File: config.mk
export PLATFORM = sky130hd
export DESIGN_NAME = lcd_de_receiver_flat
export DESIGN_NICKNAME = d
export VERILOG_FILES = /design/src/rtl/lcd_pkg.sv /design/src/rtl/lcd_de_receiver_if.sv /design/src/rtl/lcd_de_edge_gap.sv /design/src/rtl/lcd_de_receiver.sv /design/src/flat_wrapper.sv
export SDC_FILE = /design/constraint.sdc
export NUM_CORES = 1
export LEC_CHECK = 0
export CORE_MARGIN = 2
export CORE_UTILIZATION = 40
export CTS_CLUSTER_DIAMETER = 120
export DETAILED_ROUTE_END_ITERATION = 6
export GPL_ROUTABILITY_DRIVEN = 0
export SKIP_CTS_REPAIR_TIMING = 1
export SLEW_MARGIN = 20
export SYNTH_ARGS = -nofsm -noshare
export SYNTH_HDL_FRONTEND = slang
export SYNTH_SLANG_ARGS = --single-unit
File: constraint.sdc
create_clock -name PixelClk -period 5.25 [get_ports PixelClk]
set_input_delay 1.05 -clock PixelClk [delete_from_list [all_inputs] [get_ports PixelClk]]
set_output_delay 1.05 -clock PixelClk [all_outputs]
set_load 0.01 [all_outputs]
File: src/rtl/lcd_pkg.sv
// Shared RGB565 LCD definitions: field widths, coordinate type,
// default panel geometry and receiver FSM states.
package lcd_pkg;

    localparam int R_W = 5;
    localparam int G_W = 6;
    localparam int B_W = 5;
    localparam int PIX_W = R_W + G_W + B_W;
    localparam int CRD_W = 16;

    // Panel geometry, shared with the timing generator.
    localparam int H_ACTIVE_DEF = 480;
    localparam int V_ACTIVE_DEF = 272;
    localparam int VGAP_DEF = 1024;
    localparam int LOCK_DEF = 2;

    typedef logic [CRD_W-1:0] crd_t;
    typedef logic [PIX_W-1:0] pix_t;

    localparam crd_t CRD_MAX = '1;

    typedef enum logic [1:0] {
        ST_SEARCH,
        ST_VBLANK,
        ST_LINE,
        ST_HBLANK
    } rx_state_e;

    function automatic crd_t sat_inc(crd_t v);
        return (v == CRD_MAX) ? v : v + crd_t'(1);
    endfunction

endpackage

File: src/rtl/lcd_de_receiver_if.sv
// DE-mode RGB565 input bus plus the recovered pixel stream.
// master = LCD source / stream sink, slave = receiver.
interface lcd_de_receiver_if;
    import lcd_pkg::*;

    logic           LCD_DE;
    logic [R_W-1:0] LCD_R;
    logic [G_W-1:0] LCD_G;
    logic [B_W-1:0] LCD_B;

    logic pix_valid;
    pix_t pix_data;
    crd_t pix_x;
    crd_t pix_y;
    logic sof;
    logic eol;
    logic eof;

    modport master (
        output LCD_DE,
        output LCD_R,
        output LCD_G,
        output LCD_B,
        input  pix_valid,
        input  pix_data,
        input  pix_x,
        input  pix_y,
        input  sof,
        input  eol,
        input  eof
    );

    modport slave (
        input  LCD_DE,
        input  LCD_R,
        input  LCD_G,
        input  LCD_B,
        output pix_valid,
        output pix_data,
        output pix_x,
        output pix_y,
        output sof,
        output eol,
        output eof
    );

endinterface

File: src/rtl/lcd_de_edge_gap.sv
// DE edge detector and saturating DE-low run counter with a
// one-shot hit on the clock that completes VGAP_THRESH low clocks.
module lcd_de_edge_gap
    import lcd_pkg::*;
#(
    parameter int VGAP_THRESH = VGAP_DEF
) (
    input  logic PixelClk,
    input  logic RST,
    input  logic de,
    output logic rise,
    output logic fall,
    output logic gap_hit
);

    localparam crd_t HIT_AT = crd_t'(VGAP_THRESH - 1);

    logic de_q;
    crd_t gap_cnt;

    always_ff @(posedge PixelClk or posedge RST) begin
        if (RST) begin
            de_q    <= 1'b0;
            gap_cnt <= '0;
        end else begin
            de_q <= de;
            if (de) begin
                gap_cnt <= '0;
            end else begin
                gap_cnt <= sat_inc(gap_cnt);
            end
        end
    end

    assign rise = de & ~de_q;
    assign fall = ~de & de_q;
    // gap_cnt holds prior low clocks, so this is the Nth low clock.
    assign gap_hit = ~de & (gap_cnt == HIT_AT);

endmodule

File: src/rtl/lcd_de_receiver.sv
// DE-mode RGB565 receiver: recovers pixels with x/y, measures the
// frame format and tracks lock against the expected geometry.
module lcd_de_receiver
    import lcd_pkg::*;
#(
    parameter int H_ACTIVE    = H_ACTIVE_DEF,
    parameter int V_ACTIVE    = V_ACTIVE_DEF,
    parameter int VGAP_THRESH = VGAP_DEF,
    parameter int LOCK_FRAMES = LOCK_DEF
) (
    input  logic              PixelClk,
    input  logic              RST,
    lcd_de_receiver_if.slave  bus,
    output crd_t              frame_width,
    output crd_t              frame_height,
    output logic              locked,
    output logic              fmt_err
);

    localparam crd_t H_EXP  = crd_t'(H_ACTIVE);
    localparam crd_t V_EXP  = crd_t'(V_ACTIVE);
    localparam crd_t LOCK_N = crd_t'(LOCK_FRAMES);

    logic rise;
    logic fall;
    logic gap_hit;

    lcd_de_edge_gap #(
        .VGAP_THRESH (VGAP_THRESH)
    ) u_edge_gap (
        .PixelClk (PixelClk),
        .RST      (RST),
        .de       (bus.LCD_DE),
        .rise     (rise),
        .fall     (fall),
        .gap_hit  (gap_hit)
    );

    rx_state_e state;
    rx_state_e state_d;

    crd_t x_q;
    crd_t x_d;
    crd_t y_q;
    crd_t y_d;
    crd_t ref_q;
    crd_t ref_d;
    crd_t match_q;
    crd_t match_d;
    logic bad_q;
    logic bad_d;

    logic valid_d;
    logic sof_d;
    logic eol_d;
    logic eof_d;
    logic ferr_d;
    logic lock_d;
    pix_t data_d;
    crd_t px_d;
    crd_t py_d;
    crd_t fw_d;
    crd_t fh_d;

    pix_t pix_in;
    crd_t height;
    crd_t y_inc;
    logic frame_ok;

    assign pix_in = {bus.LCD_R, bus.LCD_G, bus.LCD_B};
    assign height = sat_inc(y_q);
    assign y_inc  = sat_inc(y_q);
    assign frame_ok = (ref_q == H_EXP) && (height == V_EXP) && !bad_q;

    always_comb begin
        state_d = state;
        x_d     = x_q;
        y_d     = y_q;
        ref_d   = ref_q;
        match_d = match_q;
        bad_d   = bad_q;
        valid_d = 1'b0;
        sof_d   = 1'b0;
        eol_d   = 1'b0;
        eof_d   = 1'b0;
        ferr_d  = 1'b0;
        lock_d  = locked;
        data_d  = bus.pix_data;
        px_d    = bus.pix_x;
        py_d    = bus.pix_y;
        fw_d    = frame_width;
        fh_d    = frame_height;

        unique case (state)
            ST_SEARCH: begin
                if (gap_hit) begin
                    state_d = ST_VBLANK;
                end
            end

            ST_VBLANK: begin
                if (rise) begin
                    state_d = ST_LINE;
                    x_d     = crd_t'(1);
                    y_d     = '0;
                    bad_d   = 1'b0;
                    valid_d = 1'b1;
                    sof_d   = 1'b1;
                    data_d  = pix_in;
                    px_d    = '0;
                    py_d    = '0;
                end
            end

            ST_LINE: begin
                if (fall) begin
                    state_d = ST_HBLANK;
                    eol_d   = 1'b1;
                    if (y_q == '0) begin
                        ref_d = x_q;
                    end else if (x_q != ref_q) begin
                        bad_d = 1'b1;
                    end
                end else begin
                    valid_d = 1'b1;
                    data_d  = pix_in;
                    px_d    = x_q;
                    py_d    = y_q;
                    x_d     = sat_inc(x_q);
                    if (x_q == CRD_MAX) begin
                        bad_d = 1'b1;
                    end
                end
            end

            ST_HBLANK: begin
                if (rise) begin
                    state_d = ST_LINE;
                    x_d     = crd_t'(1);
                    y_d     = y_inc;
                    valid_d = 1'b1;
                    data_d  = pix_in;
                    px_d    = '0;
                    py_d    = y_inc;
                    if (y_q == CRD_MAX) begin
                        bad_d = 1'b1;
                    end
                end else if (gap_hit) begin
                    state_d = ST_VBLANK;
                    eof_d   = 1'b1;
                    fw_d    = ref_q;
                    fh_d    = height;
                    if (frame_ok) begin
                        match_d = (match_q >= LOCK_N) ? LOCK_N
                                : match_q + crd_t'(1);
                        lock_d  = (match_d >= LOCK_N);
                    end else begin
                        match_d = '0;
                        lock_d  = 1'b0;
                        ferr_d  = 1'b1;
                    end
                end
            end

            default: state_d = ST_SEARCH;
        endcase
    end

    always_ff @(posedge PixelClk or posedge RST) begin
        if (RST) begin
            state         <= ST_SEARCH;
            x_q           <= '0;
            y_q           <= '0;
            ref_q         <= '0;
            match_q       <= '0;
            bad_q         <= 1'b0;
            bus.pix_valid <= 1'b0;
            bus.pix_data  <= '0;
            bus.pix_x     <= '0;
            bus.pix_y     <= '0;
            bus.sof       <= 1'b0;
            bus.eol       <= 1'b0;
            bus.eof       <= 1'b0;
            frame_width   <= '0;
            frame_height  <= '0;
            locked        <= 1'b0;
            fmt_err       <= 1'b0;
        end else begin
            state         <= state_d;
            x_q           <= x_d;
            y_q           <= y_d;
            ref_q         <= ref_d;
            match_q       <= match_d;
            bad_q         <= bad_d;
            bus.pix_valid <= valid_d;
            bus.pix_data  <= data_d;
            bus.pix_x     <= px_d;
            bus.pix_y     <= py_d;
            bus.sof       <= sof_d;
            bus.eol       <= eol_d;
            bus.eof       <= eof_d;
            frame_width   <= fw_d;
            frame_height  <= fh_d;
            locked        <= lock_d;
            fmt_err       <= ferr_d;
        end
    end

endmodule
File: src/flat_wrapper.sv
// flat-port wrapper written by rule: the top's interface ports become plain ports
module lcd_de_receiver_flat import lcd_pkg::*;
#(
    parameter int H_ACTIVE    = H_ACTIVE_DEF,
    parameter int V_ACTIVE    = V_ACTIVE_DEF,
    parameter int VGAP_THRESH = VGAP_DEF,
    parameter int LOCK_FRAMES = LOCK_DEF
)
  (PixelClk, RST, frame_width, frame_height, locked, fmt_err, bus_LCD_DE, bus_LCD_R, bus_LCD_G, bus_LCD_B, bus_pix_valid, bus_pix_data, bus_pix_x, bus_pix_y, bus_sof, bus_eol, bus_eof);
  lcd_de_receiver_if bus_i ();
  input  logic PixelClk;
  input  logic RST;
  output crd_t frame_width;
  output crd_t frame_height;
  output logic locked;
  output logic fmt_err;
  input wire logic [$bits(bus_i.LCD_DE)-1:0] bus_LCD_DE;
  input wire logic [$bits(bus_i.LCD_R)-1:0] bus_LCD_R;
  input wire logic [$bits(bus_i.LCD_G)-1:0] bus_LCD_G;
  input wire logic [$bits(bus_i.LCD_B)-1:0] bus_LCD_B;
  output wire logic [$bits(bus_i.pix_valid)-1:0] bus_pix_valid;
  output wire logic [$bits(bus_i.pix_data)-1:0] bus_pix_data;
  output wire logic [$bits(bus_i.pix_x)-1:0] bus_pix_x;
  output wire logic [$bits(bus_i.pix_y)-1:0] bus_pix_y;
  output wire logic [$bits(bus_i.sof)-1:0] bus_sof;
  output wire logic [$bits(bus_i.eol)-1:0] bus_eol;
  output wire logic [$bits(bus_i.eof)-1:0] bus_eof;
  assign bus_i.LCD_DE = bus_LCD_DE;
  assign bus_i.LCD_R = bus_LCD_R;
  assign bus_i.LCD_G = bus_LCD_G;
  assign bus_i.LCD_B = bus_LCD_B;
  assign bus_pix_valid = bus_i.pix_valid;
  assign bus_pix_data = bus_i.pix_data;
  assign bus_pix_x = bus_i.pix_x;
  assign bus_pix_y = bus_i.pix_y;
  assign bus_sof = bus_i.sof;
  assign bus_eol = bus_i.eol;
  assign bus_eof = bus_i.eof;
  lcd_de_receiver #(.H_ACTIVE(H_ACTIVE), .V_ACTIVE(V_ACTIVE), .VGAP_THRESH(VGAP_THRESH), .LOCK_FRAMES(LOCK_FRAMES)) u_core (.PixelClk(PixelClk), .RST(RST), .bus(bus_i), .frame_width(frame_width), .frame_height(frame_height), .locked(locked), .fmt_err(fmt_err));
endmodule
==> results.md, run 1 <==
| Stage | Metric | This run |
| --- | --- | --- |
| timing | Worst slew margin relative to its limit | 0.298 |
| setup path | Data arrival, critical path | 4.02 ns |
| floorplan | Core region area | 20100 um^2 |
| timing | Clock period minus final worst setup slack | 3.66 ns |
| logic synthesis | Syn. warnings | 0 |
| logic synthesis | Sequential-to-total area share from yosys stat | 0.522 |
| clock tree | Clk pin slew, worst setup/hold paths | 0.07 ns |
| grt | Via count of the first global-routing pass | 5845 |
| logic synthesis | Most frequently used flop master after synthesis | sky130_fd_sc_hd__dfrtp_1 |
| logic synthesis | Post-synth top area cell | sky130_fd_sc_hd__dfrtp_1 |
| logic synthesis | Nets in the synthesized netlist | 877 |
| routing | Mean number of vias per cell | 5.11 |
| clock tree | Clock Root Buffer | sky130_fd_sc_hd__clkbuf_16 |
| floorplan | Overall die width | 147 um |
| grt | Congestion Overflow GR | 0 |
| layout | Filler cell count in the final layout | 1875 |
| grt | Initial antenna violation count | 0 |
| floorplan | Overall die area | 21500 um^2 |
| grt | Met2 track utilization from global routing | 0.260 |
| layout | Nets@finish | 949 |
| setup path | Worst Setup End Kind | flip-flop |
| floorplan | Placement Rows | 52 |
| logic synthesis | Post-synth design cell area | 8150 um^2 |
| routing | Initial DRT Pass Iterations | 6 |
| run status | Status | complete, no violations |
| layout | Post-route standard cell area excluding fillers | 9870 um^2 |
| worst hold path | Kind of path behind the tightest hold check | flip-flop to flip-flop |
| grt | M1 GR Usage | 0.271 |
| logic synthesis | Fraction of registers with async set or reset after synthesis | 1.00 |
| floorplan | Die boundary height | 147 um |
| timing | Transition time at the pin with the least slew margin | 1.05 ns |
| pwr | Leak pwr | 4.49 nW |
| logic synthesis | Top cells by area in the synthesized netlist | sky130_fd_sc_hd__dfrtp_1, sky130_fd_sc_hd__nand2_1, sky130_fd_sc_hd__xor2_1, sky130_fd_sc_hd__nor2_1, sky130_fd_sc_hd__nand3_1 |
| logic synthesis | Share of the synthesized area in the top cell type | 0.522 |
| timing | Final sum of negative setup slack | 0 ns |
| setup path | Start of the worst register-to-register path | u_core.y_q[11]$_DFFE_PP0P_ |
| clock tree | Clock buffer count from CTS | 17 |
| timing | Number of hold violations in the final report | 0 |
| logic synthesis | Commonest cells in the netlist | sky130_fd_sc_hd__nand2_1, sky130_fd_sc_hd__dfrtp_1, sky130_fd_sc_hd__nor2_1, sky130_fd_sc_hd__nand3_1, sky130_fd_sc_hd__xor2_1 |
| routing | Post-Route WL | 19.1 mm |
| setup path | Startpoint type of the worst setup path | input port |
| routing | Drt initial violations | 506 |
| floorplan | Starting density of the core | 0.405 |
| clock tree | CTS tree | built |
| logic synthesis | Gate Count Post-Synth | 852 |
| logic synthesis | Number of library cell types mapped by synthesis | 69 |
| routing | Post-detailed-route count of antenna-violating nets | 0 |
| layout | Diode insertion count for antenna repair | 0 |
| grt | GR Util met3 | 0.0612 |
| timing | Final number of max-transition violations | 0 |
| setup path | Crit path required time | 5.61 ns |
| routing | Wirelength per Cell | 15.8 um |
| layout | Final standard cell utilization of the core | 0.491 |
| routing | Remaining design rule violation count | 0 |
| logic synthesis | Avg Synthesized Cell Area | 9.57 um^2 |
| setup path | Worst Setup SP | bus_LCD_DE |
| setup path | Path type of the worst setup path | input port to flip-flop |
| timing | Final setup skew | 0.0112 ns |
| timing | Final Setup Violations | 0 |
| pwr | Total power density per cell area | 339 nW/um^2 |
| layout | Cell Count, Final, Fillers Out | 1207 |
| logic synthesis | Number of enable-type register cells in the synthesized netlist | 0 |
| clock tree | Longest Clk Path Bufs | 2 |
| grt | Top Usage Layer GRT | met1 |
| placed design | Count of input and output buffers | 104 |
| routing | Routed vias | 6165 |
| pwr | Worst-case vdd ir drop | 0.214 mV |
| timing | Share of the clock period used by the worst path | 0.696 |
| grt | Largest net degree at the start of global routing | 171 |
| run | Reported max-cap violation count | 0 |
| grt | Total global-route track usage | 0.185 |
| layout | Post-synthesis to final-layout area growth | 21.1% |
| clock tree | Insertion delay to the later sink of the worst-skew pair | 0.44 ns |
| placed design | Half-perimeter wire length of the detailed placement result | 12.8 mm |
| floorplan | Total I/O pin count | 105 |
| placed design | Number of instances in the placed design | 1175 |
| pwr | Total chip power | 0.00334 W |
| setup path | Maximum fanout count along the critical path | 25 |
| worst hold path | Hold wc startpoint | u_core.frame_width[14]$_DFFE_PP0P_ |
| grt | Wire length of the first global-routing pass | 31.8 mm |
| clock tree | Number of sinks handled by clock tree synthesis | 170 |
| logic synthesis | Most frequent cell after synthesis | sky130_fd_sc_hd__nand2_1 |
| clock tree | CTS H-tree lvls | 4 |
| placed design | DP Area | 9270 um^2 |
| layout | Share of post-route cells with drive strength above 1 | 0.0683 |
| timing | Max Clk Rate | 0.274 GHz |
| logic synthesis | FF+latch count, synth | 170 |
| timing | Setup repair after global routing missed its margin | no |
## metal layers
metal / part of all wire / vias up
li1: - / 3027
met1: 0.49 / 2943
met2: 0.43 / 172
met3: 0.068 / 23
met4: 0.012 / 0
met5: 0 / -
## sequential cells by signal, indices dropped and copies added (netlist names), 2 cells and up
signal,count
u_core.x_q,16
u_core.bus.pix_y,16
u_core.u_edge_gap.gap_cnt,16
u_core.frame_width,16
u_core.bus.pix_x,16
u_core.state,2
u_core.match_q,16
u_core.ref_q,16
u_core.frame_height,16
u_core.y_q,16
u_core.bus.pix_data,16
## through the flow
step | hold slack, ns | worst slack [ns]
2_1_floorplan | 0.454 | 2.03
3_3_place_gp | 0.449 | 1.22
3_5_place_dp | 0.457 | 1.18
4_1_cts | 0.470 | 1.64
5_1_grt | 0.492 | 1.37
6_report | 0.463 | 1.59
## placed cells by master (no fill, tap or decap), types with 3 or more instances in the layout
master	synthesis	routed
sky130_fd_sc_hd__ha_1	6	6
sky130_fd_sc_hd__nand3_1	40	40
sky130_fd_sc_hd__or3_1	3	3
sky130_fd_sc_hd__xnor2_1	22	22
sky130_fd_sc_hd__o22ai_1	4	4
sky130_fd_sc_hd__a21oi_1	17	17
sky130_fd_sc_hd__o21ai_0	34	34
sky130_fd_sc_hd__inv_6	0	3
sky130_fd_sc_hd__o21a_1	3	3
sky130_fd_sc_hd__and3_1	8	8
sky130_fd_sc_hd__o31ai_1	4	4
sky130_fd_sc_hd__nand4b_1	4	4
sky130_fd_sc_hd__mux2_1	11	11
sky130_fd_sc_hd__nand4_1	22	22
sky130_fd_sc_hd__buf_4	6	6
sky130_fd_sc_hd__nor4_1	10	10
sky130_fd_sc_hd__nand2_1	208	208
sky130_fd_sc_hd__mux2_2	8	8
sky130_fd_sc_hd__clkbuf_16	0	17
sky130_fd_sc_hd__clkdlybuf4s50_1	0	104
sky130_fd_sc_hd__and2_1	15	15
sky130_fd_sc_hd__xor2_1	39	39
sky130_fd_sc_hd__a31oi_1	4	4
sky130_fd_sc_hd__inv_1	13	12
sky130_fd_sc_hd__mux2i_1	10	10
sky130_fd_sc_hd__o21ai_1	10	10
sky130_fd_sc_hd__nor2b_1	5	5
sky130_fd_sc_hd__nor3_1	12	12
sky130_fd_sc_hd__nor2_1	61	61
sky130_fd_sc_hd__dfrtp_1	170	170
sky130_fd_sc_hd__clkinv_4	0	5
sky130_fd_sc_hd__and4_1	7	7
## worst paths after layout
path / endpoint / slack [ns] / cells past startpoint
worst max-delay path: u_core.x_q[5]$_DFFE_PP0P_ / 1.59 / 9
worst min-delay path: u_core.frame_width[14]$_DFFE_PP0P_ / 0.46 / 2
worst max register to register: u_core.bad_q$_DFFE_PP0P_ / 2.28 / 6
worst min register to register: u_core.frame_width[14]$_DFFE_PP0P_ / 0.46 / 2
max in group asynchronous: u_core.ref_q[7]$_DFFE_PP0P_ / 3.26 / 3
min in group asynchronous: u_core.frame_width[5]$_DFFE_PP0P_ / 1.12 / 3
## critical path, cell delays in order
cell,delay (ns)
sky130_fd_sc_hd__clkdlybuf4s50_1,0.97
sky130_fd_sc_hd__and3b_1,0.26
sky130_fd_sc_hd__buf_4,0.29
sky130_fd_sc_hd__o21ba_2,0.29
sky130_fd_sc_hd__buf_4,0.25
sky130_fd_sc_hd__a211oi_2,0.45
sky130_fd_sc_hd__nand4_1,0.17
sky130_fd_sc_hd__xor2_1,0.16
sky130_fd_sc_hd__nor2_1,0.11
## where the power goes
| part | internal, W | switching, W | leakage, nW | total, W |
|---|---|---|---|---|
| Combinational | 0.000240 | 0.000270 | 1.91 | 0.000510 |
| Sequential | 0.00141 | 0.000145 | 2.27 | 0.00155 |
| Clock | 0.000726 | 0.000554 | 0.299 | 0.00128 |
## kinds of logic (layout without fill, tap and decap cells)
family	Yosys count	count (layout)	synth area share
adder cells (fa/ha/maj)	6	6	0.00921
flip-flops	170	170	0.522
AND/OR/NAND/NOR	417	417	0.243
buffers and inverters	72	157	0.0465
multiplexers	29	29	0.0385
AO/OA/AOI/OAI	97	97	0.0749
XOR/XNOR	61	61	0.0656
## cell type report
| cell class | instances | area (um^2) | area share |
|---|---|---|---|
| Multi-Input combinational cell | 610 | 3520 | 0.356 |
| Sequential cell | 170 | 4250 | 0.431 |
| Tap cell | 270 | 338 | 0.0342 |
| Timing Repair Buffer | 111 | 1110 | 0.112 |
| Clock buffer | 18 | 439 | 0.0445 |
| Clock inverter | 14 | 163 | 0.0165 |
| Inverter | 14 | 56.3 | 0.00570 |
(Power assumes the default switching activity.)
==> inputs of run 2 (changes only) <==
Clock period 5.25 ns to 3.8 ns, I/O delays scaled along.
==> run 2 against run 1 <==
- sequential power up 39%
- clock-buffer cell count grew 1
- final area up 0.67%
- routed wire length rose by 1.4%
- global-route usage up 0.49 points
- total power increased by 40%
- setup slack worse by 0.64 ns
- via count rose by 1.2%
- flip-flop and latch count unchanged
- register-to-register slack got worse by 1.3 ns
- sequential share of layout area shrank 0.29 points
- non-clock buffer count increased by 5
- largest cell class unchanged
- largest power group unchanged
==> results.md, run 2 (synthesis gave the netlist of run 1 again) <==
| Stage | Metric | This run | Change |
| --- | --- | --- | --- |
| pwr | Leak pwr | 4.51 nW | was 4.49 nW |
| clock tree | Clock Root Buffer | sky130_fd_sc_hd__clkbuf_16 | unchanged |
| pwr | Total power density per cell area | 470 nW/um^2 | was 339 nW/um^2 |
| clock tree | Longest Clk Path Bufs | 2 | unchanged |
| setup path | Worst Setup End Kind | flip-flop | unchanged |
| run | Reported max-cap violation count | 0 | unchanged |
| floorplan | Total I/O pin count | 105 | unchanged |
| timing | Clock period minus final worst setup slack | 2.84 ns |  |
| setup path | Data arrival, critical path | 3.15 ns | was 4.02 ns |
| setup path | R2R cell count | 7 | was 6 |
| placed design | Half-perimeter wire length of the detailed placement result | 13.3 mm | was 12.8 mm |
| floorplan | Core region area | 20100 um^2 | unchanged |
| timing | Final sum of negative setup slack | 0 ns | unchanged |
| layout | Area occupied by multi-input gates | 3520 um^2 | unchanged |
| layout | Area used by sequential logic in the layout | 4250 um^2 | unchanged |
| floorplan | Die boundary height | 147 um | unchanged |
| setup path | Worst Setup SP | u_core.y_q[0]$_DFFE_PP0P_ | was bus_LCD_DE |
| placed design | Count of input and output buffers | 104 | unchanged |
| routing | Routed vias | 6238 | was 6165 |
| worst hold path | Kind of path behind the tightest hold check | flip-flop to flip-flop | unchanged |
| pwr | Worst-case vdd ir drop | 0.286 mV | was 0.214 mV |
| floorplan | Overall die area | 21500 um^2 | unchanged |
| grt | Congestion Overflow GR | 0 | unchanged |
| routing | Post-detailed-route count of antenna-violating nets | 0 | unchanged |
| timing | Max Clk Rate | 0.352 GHz |  |
| clock tree | CTS H-tree lvls | 4 | unchanged |
| floorplan | Overall die width | 147 um | unchanged |
| pwr | Share of total power consumed by net switching | 0.282 | was 0.290 |
| setup path | Reg-to-reg setup timing slack | 0.96 ns | was 2.28 ns |
| timing | Hold slack | 0.464 ns | was 0.463 ns |
| timing | Transition time at the pin with the least slew margin | 0.781 ns | was 1.05 ns |
| timing | Final number of max-transition violations | 0 | unchanged |
| timing | Setup repair after global routing missed its margin | no | unchanged |
| layout | Leading cell type in the layout, fill and taps excluded | sky130_fd_sc_hd__nand2_1 | unchanged |
| pwr | Total chip power | 0.00467 W | was 0.00334 W |
| setup path | Slowest Stage Delay on Critical Path | 0.54 ns | was 0.97 ns |
| timing | Final Setup Violations | 0 | unchanged |
| pwr | Part of the power in registers | 0.460 | was 0.465 |
| layout | Share of post-route cells with drive strength above 1 | 0.0732 | was 0.0683 |
| layout | Nets@finish | 954 | was 949 |
| setup path | Start of the worst register-to-register path | u_core.y_q[0]$_DFFE_PP0P_ | was u_core.y_q[11]$_DFFE_PP0P_ |
| setup path | Maximum fanout count along the critical path | 9 | was 25 |
| setup path | Path type of the worst setup path | flip-flop to flip-flop | was input port to flip-flop |
| clock tree | Number of sinks handled by clock tree synthesis | 170 | unchanged |
| grt | Via count of the first global-routing pass | 6167 | was 5845 |
| clock tree | Insertion delay to the later sink of the worst-skew pair | 0.42 ns | was 0.44 ns |
| routing | Post-Route WL | 19.3 mm | was 19.1 mm |
| grt | Initial antenna violation count | 0 | unchanged |
| layout | Filler cell count in the final layout | 1877 | was 1875 |
| clock tree | CTS tree | built | unchanged |
| clock tree | Clk pin slew, worst setup/hold paths | 0.07 ns | about the same |
| setup path | Cell with the biggest individual delay on the critical path | sky130_fd_sc_hd__dfrtp_1 | was sky130_fd_sc_hd__clkdlybuf4s50_1 |
| grt | Total global-route track usage | 0.189 | was 0.185 |
| setup path | End point of the critical path | u_core.match_q[0]$_DFFE_PP0P_ | was u_core.x_q[5]$_DFFE_PP0P_ |
| routing | Remaining design rule violation count | 0 | unchanged |
| routing | Mean number of vias per cell | 5.15 | was 5.11 |
| grt | Wire length of the first global-routing pass | 32.9 mm | was 31.8 mm |
| pwr | Net Switching | 0.00132 W | was 0.000969 W |
| layout | Diode insertion count for antenna repair | 0 | unchanged |
| floorplan | Placement Rows | 52 | unchanged |
| grt | Largest net degree at the start of global routing | 51 | was 171 |
| setup path | Reg2Reg Capture Point | u_core.match_q[0]$_DFFE_PP0P_ | was u_core.bad_q$_DFFE_PP0P_ |
| run status | Status | complete, no violations | unchanged |
| layout | Post-synthesis to final-layout area growth | 22.0% | was 21.1% |
| timing | Worst slew margin relative to its limit | 0.479 | was 0.298 |
| clock tree | Clock buffer count from CTS | 17 | unchanged |
| floorplan | Starting density of the core | 0.405 | unchanged |
| setup path | Crit path required time | 4.10 ns | was 5.61 ns |
| timing | Share of the clock period used by the worst path | 0.748 |  |
| worst hold path | Worst hold path cell count | 2 | unchanged |
| layout | Commonest cells after routing, fill and taps aside | sky130_fd_sc_hd__nand2_1, sky130_fd_sc_hd__dfrtp_1, sky130_fd_sc_hd__clkdlybuf4s50_1, sky130_fd_sc_hd__nor2_1, sky130_fd_sc_hd__nand3_1 | unchanged |
| timing | Final setup skew | 0.00744 ns | was 0.0112 ns |
| routing | Initial DRT Pass Iterations | 5 | was 6 |
| pwr | Internal power contribution | 0.00336 W | was 0.00237 W |
| routing | Wirelength per Cell | 16.0 um | was 15.8 um |
| pwr | Clock network fraction of total power | 0.387 | was 0.383 |
| timing | Number of hold violations in the final report | 0 | unchanged |
| setup path | Startpoint type of the worst setup path | flip-flop | was input port |
| routing | Drt initial violations | 355 | was 506 |
| setup path | Series of cell instances along the critical path | ha_1, and3_1, nand4_1, and3_4, o211ai_1, nand4b_1, o22ai_1 | was clkdlybuf4s50_1, and3b_1, buf_4, o21ba_2, buf_4, a211oi_2, nand4_1, xor2_1, nor2_1 |
| pwr | Power share of the combinational group | 0.153 | was 0.152 |
==> run 2: routing by layer <==
metal	GRT usage	part of all wire	vias to the layer above
li1	-	-	3038
met1	0.277	0.49	3032
met2	0.278	0.43	155
met3	0.0525	0.061	13
met4	0.0515	0.011	0
met5	0	0	-
==> run 2: area by class of cell <==
type                    instances  share of cell area
inverters                      14             0.00566
clock inverters                13              0.0166
clock buffers                  19              0.0456
multi-input cells             610               0.354
repair buffers                116               0.116
flip-flops and latches        170               0.428
well taps                     270              0.0340
==> run 2: power by group through the flow <==
stage / Clock, W / Combinational, W / Sequential (W)
3_5_place_dp: 0 / 0.000722 / 0.00217
4_1_cts: 0.00185 / 0.000727 / 0.00214
3_3_place_gp: 0 / 0.000716 / 0.00217
6_report: 0.00181 / 0.000716 / 0.00215
5_1_grt: 0.00193 / 0.000798 / 0.00217
2_1_floorplan: 0 / 0.000479 / 0.00210
==> run 2: critical path: cells and delay by family (launching register included) <==
kind / cells / cell delay [ns]
AO/OA/AOI/OAI: 2 / 0.31
flip-flops: 1 / 0.54
AND/OR/NAND/NOR: 4 / 1.43
adder cells (fa/ha/maj): 1 / 0.44
==> run 2: through the flow <==
step | cells | utilization | instance area (um^2) | worst slack [ns]
6_report | 1212 | 0.494 | 9940 | 0.958
5_1_grt | 1212 | 0.494 | 9940 | 0.813
4_1_cts | 1212 | 0.494 | 9940 | 1.02
3_5_place_dp | 1180 | 0.464 | 9320 | 0.655
3_3_place_gp | 1180 | 0.464 | 9320 | 0.730
2_1_floorplan | 852 | - | 8150 | 0.871
==> run 2: worst min-delay path by stage <==
stage	from	to	slack (ns)
floorplan	u_core.match_q[13]$_DFFE_PP0P_	u_core.match_q[13]$_DFFE_PP0P_	0.45
global placement	u_core.bus.pix_data[5]$_DFFE_PP0P_	u_core.bus.pix_data[5]$_DFFE_PP0P_	0.45
detailed placement	u_core.bus.pix_data[15]$_DFFE_PP0P_	u_core.bus.pix_data[15]$_DFFE_PP0P_	0.45
CTS	u_core.frame_width[8]$_DFFE_PP0P_	u_core.frame_width[8]$_DFFE_PP0P_	0.47
global route	u_core.bus.pix_data[15]$_DFFE_PP0P_	u_core.bus.pix_data[15]$_DFFE_PP0P_	0.49
finish	u_core.frame_width[14]$_DFFE_PP0P_	u_core.frame_width[14]$_DFFE_PP0P_	0.46
